[config.mk]
export PLATFORM = sky130hd
export DESIGN_NAME = atm_session_ctrl
export DESIGN_NICKNAME = d
export VERILOG_FILES = /design/src/rtl/atm_pkg.sv /design/src/rtl/atm_cycle_timer.sv /design/src/rtl/atm_session_ctrl.sv
export SDC_FILE = /design/constraint.sdc
export NUM_CORES = 1
export LEC_CHECK = 0
export ABC_AREA = 0
export BUFFER_PORTS_ARGS = -buffer_cell sky130_fd_sc_hd__clkbuf_2
export CAP_MARGIN = 20
export CORE_MARGIN = 5
export CORE_UTILIZATION = 52
export CTS_CLUSTER_DIAMETER = 40
export DETAILED_ROUTE_END_ITERATION = 10
export PLACE_DENSITY = 0.88
export SYNTH_ARGS = -nofsm -noshare
export SYNTH_HDL_FRONTEND = slang
export SYNTH_SLANG_ARGS = --single-unit
export TNS_END_PERCENT = 10
[constraint.sdc]
create_clock -name clk -period 3.1 [get_ports clk]
set_input_delay 0.465 -clock clk [delete_from_list [all_inputs] [get_ports clk]]
set_output_delay 0.465 -clock clk [all_outputs]
set_load 0.02 [all_outputs]
[src/rtl/atm_pkg.sv]
// Shared types and widths for the ATM session sequencer.
package atm_pkg;

  localparam int unsigned PIN_W   = 16;
  localparam int unsigned AMT_W   = 8;
  localparam int unsigned BAL_W   = 16;
  localparam int unsigned STATE_W = 3;
  localparam int unsigned TRIES_W = 3;

  typedef enum logic [STATE_W-1:0] {
    ST_IDLE     = 3'd0,
    ST_PIN      = 3'd1,
    ST_MENU     = 3'd2,
    ST_CHECK    = 3'd3,
    ST_DISPENSE = 3'd4,
    ST_EJECT    = 3'd5,
    ST_LOCKED   = 3'd6
  } atm_state_t;

endpackage

[src/rtl/atm_cycle_timer.sv]
// Loadable down-counter; done_c flags the edge on which the count reaches zero.
module atm_cycle_timer #(
  parameter int unsigned W = 10
) (
  input  logic         clk,
  input  logic         reset,
  input  logic         load,
  input  logic [W-1:0] load_val,
  output logic         done_c
);

  logic [W-1:0] count;

  always_ff @(posedge clk) begin
    if (reset) begin
      count <= '0;
    end else if (load) begin
      count <= load_val;
    end else if (count != '0) begin
      count <= count - W'(1);
    end
  end

  assign done_c = (count == W'(1));

endmodule

[src/rtl/atm_session_ctrl.sv]
// ATM session sequencer: card presence, PIN retries with lockout, balance-checked dispense.
// Optional PIN/MENU inactivity timeout is compiled in with ATM_SESSION_TIMEOUT_EN.
module atm_session_ctrl
  import atm_pkg::*;
#(
  parameter int unsigned MAX_TRIES      = 3,
  parameter int unsigned LOCK_CYCLES    = 1000,
  parameter int unsigned TIMEOUT_CYCLES = 5000
) (
  input  logic               clk,
  input  logic               reset,
  input  logic               card_in,
  input  logic               pin_valid,
  input  logic [PIN_W-1:0]   pin,
  input  logic [PIN_W-1:0]   ref_pin,
  input  logic               amt_valid,
  input  logic [AMT_W-1:0]   amount,
  input  logic               bal_load,
  input  logic [BAL_W-1:0]   bal_in,
  input  logic               disp_ack,
  output logic               disp_req,
  output logic [AMT_W-1:0]   disp_amount,
  output logic               granted,
  output logic               denied,
  output logic               locked,
  output logic               card_eject,
  output logic [BAL_W-1:0]   balance,
  output logic [STATE_W-1:0] state
);

`ifdef ATM_SESSION_TIMEOUT_EN
  localparam bit TMO_EN = 1'b1;
`else
  localparam bit TMO_EN = 1'b0;
`endif

  localparam int unsigned TMR_MAX = (LOCK_CYCLES > TIMEOUT_CYCLES) ? LOCK_CYCLES : TIMEOUT_CYCLES;
  localparam int unsigned TMR_W   = $clog2(TMR_MAX + 1);

  atm_state_t         state_r;
  logic [BAL_W-1:0]   balance_r;
  logic [AMT_W-1:0]   disp_amount_r;
  logic [AMT_W-1:0]   amt_r;
  logic [TRIES_W-1:0] tries_r;
  logic               granted_r;
  logic               denied_r;

  logic [TRIES_W-1:0] tries_inc_c;
  logic               pin_match_c;
  logic               lock_now_c;
  logic               amt_reject_c;
  logic               tmr_load_c;
  logic [TMR_W-1:0]   tmr_val_c;
  logic               tmr_done_c;

  assign tries_inc_c  = tries_r + TRIES_W'(1);
  assign pin_match_c  = (pin == ref_pin);
  assign lock_now_c   = (tries_inc_c == TRIES_W'(MAX_TRIES));
  assign amt_reject_c = (amt_r == '0) || (BAL_W'(amt_r) > balance_r);

  // Timer reloads: lockout on LOCKED entry; timeout on PIN/MENU entry and on strobes.
  always_comb begin
    tmr_load_c = 1'b0;
    tmr_val_c  = TMR_W'(TIMEOUT_CYCLES);
    case (state_r)
      ST_IDLE:  tmr_load_c = TMO_EN && card_in;
      ST_PIN: begin
        if (card_in && pin_valid) begin
          if (!pin_match_c && lock_now_c) begin
            tmr_load_c = 1'b1;
            tmr_val_c  = TMR_W'(LOCK_CYCLES);
          end else begin
            tmr_load_c = TMO_EN;
          end
        end
      end
      ST_MENU:  tmr_load_c = TMO_EN && card_in && amt_valid;
      ST_CHECK: tmr_load_c = TMO_EN && amt_reject_c;
      default:  tmr_load_c = 1'b0;
    endcase
  end

  atm_cycle_timer #(.W(TMR_W)) u_timer (
    .clk      (clk),
    .reset    (reset),
    .load     (tmr_load_c),
    .load_val (tmr_val_c),
    .done_c   (tmr_done_c)
  );

  always_ff @(posedge clk) begin
    if (reset) begin
      state_r       <= ST_IDLE;
      balance_r     <= '0;
      disp_amount_r <= '0;
      amt_r         <= '0;
      tries_r       <= '0;
      granted_r     <= 1'b0;
      denied_r      <= 1'b0;
    end else begin
      granted_r <= 1'b0;
      denied_r  <= 1'b0;
      case (state_r)
        ST_IDLE: begin
          if (bal_load) balance_r <= bal_in;
          if (card_in) begin
            tries_r <= '0;
            state_r <= ST_PIN;
          end
        end
        ST_PIN: begin
          if (!card_in) begin
            state_r <= ST_IDLE;
          end else if (pin_valid) begin
            if (pin_match_c) begin
              granted_r <= 1'b1;
              state_r   <= ST_MENU;
            end else begin
              tries_r  <= tries_inc_c;
              denied_r <= 1'b1;
              if (lock_now_c) state_r <= ST_LOCKED;
            end
          end else if (TMO_EN && tmr_done_c) begin
            state_r <= ST_EJECT;
          end
        end
        ST_MENU: begin
          if (!card_in) begin
            state_r <= ST_IDLE;
          end else if (amt_valid) begin
            amt_r   <= amount;
            state_r <= ST_CHECK;
          end else if (TMO_EN && tmr_done_c) begin
            state_r <= ST_EJECT;
          end
        end
        ST_CHECK: begin
          if (amt_reject_c) begin
            denied_r <= 1'b1;
            state_r  <= ST_MENU;
          end else begin
            balance_r     <= balance_r - BAL_W'(amt_r);
            disp_amount_r <= amt_r;
            state_r       <= ST_DISPENSE;
          end
        end
        ST_DISPENSE: if (disp_ack) state_r <= ST_EJECT;
        ST_EJECT:    if (!card_in) state_r <= ST_IDLE;
        ST_LOCKED:   if (tmr_done_c) state_r <= ST_EJECT;
        default:     state_r <= ST_IDLE;
      endcase
    end
  end

  assign disp_req    = (state_r == ST_DISPENSE);
  assign locked      = (state_r == ST_LOCKED);
  assign card_eject  = (state_r == ST_EJECT);
  assign state       = state_r;
  assign balance     = balance_r;
  assign disp_amount = disp_amount_r;
  assign granted     = granted_r;
  assign denied      = denied_r;

endmodule

Word level (Yosys, flattened, before mapping) --
Cells that the tools add are included.
Storage, ports and cells: word-level logic and storage cells 87, output and inout port bits 32, bits of input ports 63, flip-flop bits (word level) 53
Operators by class: multiplexer cells 34, bitwise logic cells 4, magnitude comparators 1, reductions and logical operators 16, add/sub/neg operators 3, equal/unequal tests 21
Operators with widths (count):
- 2-to-1 mux 13 bit | 5
- 2-to-1 mux 3 bit | 15
- 2-to-1 mux 16 bit | 2
- case mux 16 bit (2 select lines) | 1
- case mux 3 bit (7 select lines) | 1
- equality test 16 bit | 1
- > comparator 8 x 16 -> 1 bit | 1
- != test 2 bit, second input constant | 8
- subtractor 16 x 8 -> 16 bit | 1
- equality test 13 x 1 -> 1 bit, second input constant | 1
- nonzero test 13 bit | 1
- subtractor 13 x 1 -> 13 bit, second input constant | 1
- equality test 3 x 2 -> 1 bit, second input constant | 3
- equality test 3 bit, second input constant | 3
- logical NOT 8 bit | 1
- 2-to-1 mux 1 bit | 8
- AND reduction 7 bit | 1
- != test 3 bit, second input constant | 2
- case mux 3 bit (2 select lines) | 1
- AND reduction 3 bit | 2
- nonzero test 2 bit | 3
- AND reduction 5 bit | 1
- != test 4 bit, second input constant | 1
- NOT 1 bit | 4
- other kinds (10) | 11

Logic depth before layout (Yosys ltp) --
word-level depth 7, mapped depth 10, mapped depth without buffers 9

Cells and area by module --
From an unflattened synthesis, not the netlist that was laid out.
Second synthesis, totals: cells, all modules 424, area, all modules 3433.3 µm²
By module, submodules not included:
- atm_session_ctrl | cells an instance 333, area each 2613.8 µm², instances 1
- atm_cycle_timer | cells an instance 91, area each 819.5 µm², instances 1

Worst setup path after synthesis --
No wires, ideal clock.
path type flip-flop to flip-flop, from register balance_r[0] (netlist: balance[0]), to register balance_r[15] (netlist: balance[15]), cell stages (with the launch flop) 10, setup slack 589 ps, buffers on the path 0, arrival 2437 ps, clock period less this slack 2511 ps, cell sequence dfxtp_1 inv_1 ha_1 fa_1 nand2b_1 a211o_1 and3_1 or2_4 o41a_1 a31oi_1
Between the ends: cells in the longest elaborated chain, start to end 4
Ends and longest elaborated chain:
- from (decl) | RTL line atm_session_ctrl.sv:41 | logic [BAL_W-1:0] balance_r;
- from (signal assigned) | RTL line atm_session_ctrl.sv:105 | if (bal_load) balance_r <= bal_in;
- from (signal assigned) | RTL line atm_session_ctrl.sv:142 | balance_r <= balance_r - BAL_W'(amt_r);
- > comparator 8 x 16 -> 1 bit | RTL line atm_session_ctrl.sv:59 | assign amt_reject_c = (amt_r == '0) || (BAL_W'(amt_r) > balance_r);
- logical OR 1 bit | RTL line atm_session_ctrl.sv:59
- != test 2 bit (no line)
- AND reduction 3 bit (no line)
Several ways; a longest one is shown, not always the timed one. The select of a mux whose other input is x is not followed. A chain may end at the register's enable or synchronous reset.

Final worst setup path --
from register balance_r[0] (netlist: balance[0]), to register balance_r[4] (netlist: balance[4])
Same word-level chain as after synthesis.

==> metrics.yaml <==
outcome:
  status: "completed"
cells_and_area:
  area_growth_syn_to_layout_pct: 18.4
  layout.nets: 550
  post-route-cell-area_sq_mm: 0.00384
  final_cell_mix: "94 x clkbuf_2, 53 x dfxtp_1, 39 x nor2_1, 38 x nand2_1, 19 x xor2_1"
  diodes: 0
  mostFrequentLayoutCell: "clkbuf_2"
  final_cells: 550
  drive_gt1_share_pct: 25.9
timing:
  setup_viol: 0
  worst_hold_slack_ns: 0.381
  finalHoldViolCount: 0
  worst_pin_slew_ns: 0.558
  fmax_mhz: 386
  rsz0062_at_grt: "no"
  skew_ns: 0.00859
  tns_ns: 0
  layout_worst_path_cycle_share_pct: 83.6
  min_period_ns: 2.59
  relSlewSlack_pct: 62.8
  drv_slew: 0
placement:
  dp_hpwl_mm: 6.56
  place_inst: 542
  placed_cell_area_sq_mm: 0.00375
  io_buffer_count: 94
  place_congestion: 0.877
die:
  io_pins: 95
  floorplan.core_area_sq_mm: 0.00599
  placementRows: 28
  die_w_microns: 89.0
  die_area_sq_mm: 0.00792
  initial_core_util_pct: 54.2
  die_h_microns: 89.0
yosys:
  async_flop_share_pct: 0
  synthesis.area_sq_mm: 0.00324
  ys.warnings.count: 0
  synthFlopType: "dfxtp_1"
  synth.net_count: 458
  synth-seq-cells: 53
  avgSynthCellArea_sq_um: 8.49
  yosysSeqAreaShare_pct: 32.7
  ys_types: 65
  syn-instance-count: 382
  synth-edff-count: 0
worst_setup_path:
  end_kind: "flop"
  r2r_slack_ns: 0.51
  critPathKind: "flop to flop"
  required_ns: 3.33
  start_kind: "flop"
  crit_fanout: 10
  worstPathArrival_ns: 2.82
detailed_routing:
  avgViaCountPerCell: 5.77
  wl_per_cell_microns: 15.4
  wl_mm: 8.45
  ant_nets: 0
  num_vias: 3175
  drc: 0
  drt_iter0_markers: 139
  drt_pre_antenna_iters: 4
global_route:
  grt_first_pass_wirelength_mm: 13.3
  grt_usage_pct: 21.3
  grt_max_degree: 41
  antenna_found_initial: 0
  grt_overflow_total: 0
  grt_pass1_vias: 3005
clocking:
  cts_tree: "done"
  cts.reportedPaths.clkPinSlew_ns: 0.09
  cts_resized: 0
  clk_path_buf_depth: 2
  cts_root_buffer: "clkbuf_8"
  cts_sinks: 53
  clk_latency_ns: 0.32
  h-tree-depth: 2
  cts_hold_buf: 0
  cts_buffers: 5
  postCtsSetupBuffers: 0
power:
  fin_total_pwr_mw: 3.47
  cellPowerDensity_mw_per_mm2: 905
  p_leak_nw: 1.81
  vdd_ir_drop_max_v: 0.000770
flow_run:
  drv_cap: 0
worst_hold_path:
  min_path_type: "input port to flop"
-- power breakdown --
| part | switching (mW) | leakage, nW | internal [mW] |
|---|---|---|---|
| Clock | 0.234 | 0.0456 | 0.161 |
| Sequential | 0.224 | 0.433 | 0.845 |
| Combinational | 1.18 | 1.33 | 0.832 |
| Total | 1.64 | 1.81 | 1.84 |
-- per-layer routing --
layer	GRT usage [%]	part of all wire [%]	wire length [microns]
met1	25.2	42	3570
met3	6.45	9.2	781
met4	5.01	0.95	80
met2	37.9	48	4010
met5	0	0	0
-- cell families after synthesis --
kind of cell	Yosys count	synth area share, %
mux	18	5.55
flops	53	32.7
compound gates	93	21.3
xor+xnor	25	6.75
simple gates	150	23.8
buf+inv	30	4.71
fa+ha+maj	13	5.24
-- flip-flops by register name, indices dropped and copies added, names as in the netlist --
name / cells
state: 3
disp_amount: 8
granted: 1
u_timer.count: 13
tries_r: 3
denied: 1
balance: 16
amt_r: 8
-- layout make-up --
type                    count  area, sq um
clock buffers               6         72.6
clock inverters             2         13.8
fillers                   517         2150
inverters                  16         60.1
multi-input cells         299         2030
flip-flops and latches     53         1060
well taps                  75         93.8
repair buffers             99          508
-- stage by stage --
step	utilization (%)	setup slack (ns)
finish	64.1	0.507
global route	64.1	0.289
CTS	64.1	0.509
detailed placement	62.7	0.512
global placement	62.7	0.606
floorplan	-	0.589
-- synth_stat cells (all sizes together) (4+ instances only) --
library cell	number	area share [%]
and2	5	0.96
inv	16	1.9
nor2b	8	1.5
dfxtp	53	33
ha	12	4.6
clkbuf	6	0.69
xnor2	6	1.6
nor4	12	2.5
xor2	19	5.1
mux2i	18	5.6
a31oi	8	1.5
o21ai	13	2.1
or3	4	0.77
a31o	4	1.1
o21a	7	1.6
nand2b	5	0.96
nor2	40	4.7
nand3	5	0.77
buf	8	2.2
nor3	15	2.5
a211oi	7	1.9
a21oi	17	2.6
nand2	38	4.4
a21o	4	0.93
and3	4	0.77
-- worst paths after layout --
kind / start / to / cells after the start
min reg2reg: u_timer.count[12]$_SDFFE_PP0P_ / u_timer.count[12]$_SDFFE_PP0P_ / 1
max reg2reg: balance[0]$_SDFFE_PP0P_ / balance[4]$_SDFFE_PP0P_ / 10
max: balance[0]$_SDFFE_PP0P_ / balance[4]$_SDFFE_PP0P_ / 10
min: amount[3] / amt_r[3]$_SDFFE_PP0P_ / 3
-- worst max-delay path, cell delays in order, from the launching register on --
cell	delay, ns
dfxtp_1	0.34
inv_1	0.05
ha_1	0.23
fa_1	0.40
nand2b_1	0.18
a211o_1	0.28
and3_1	0.19
nor2_2	0.33
buf_4	0.24
nor2_1	0.05
a311oi_1	0.23
No activity file was read; power rests on OpenSTA's default activity.
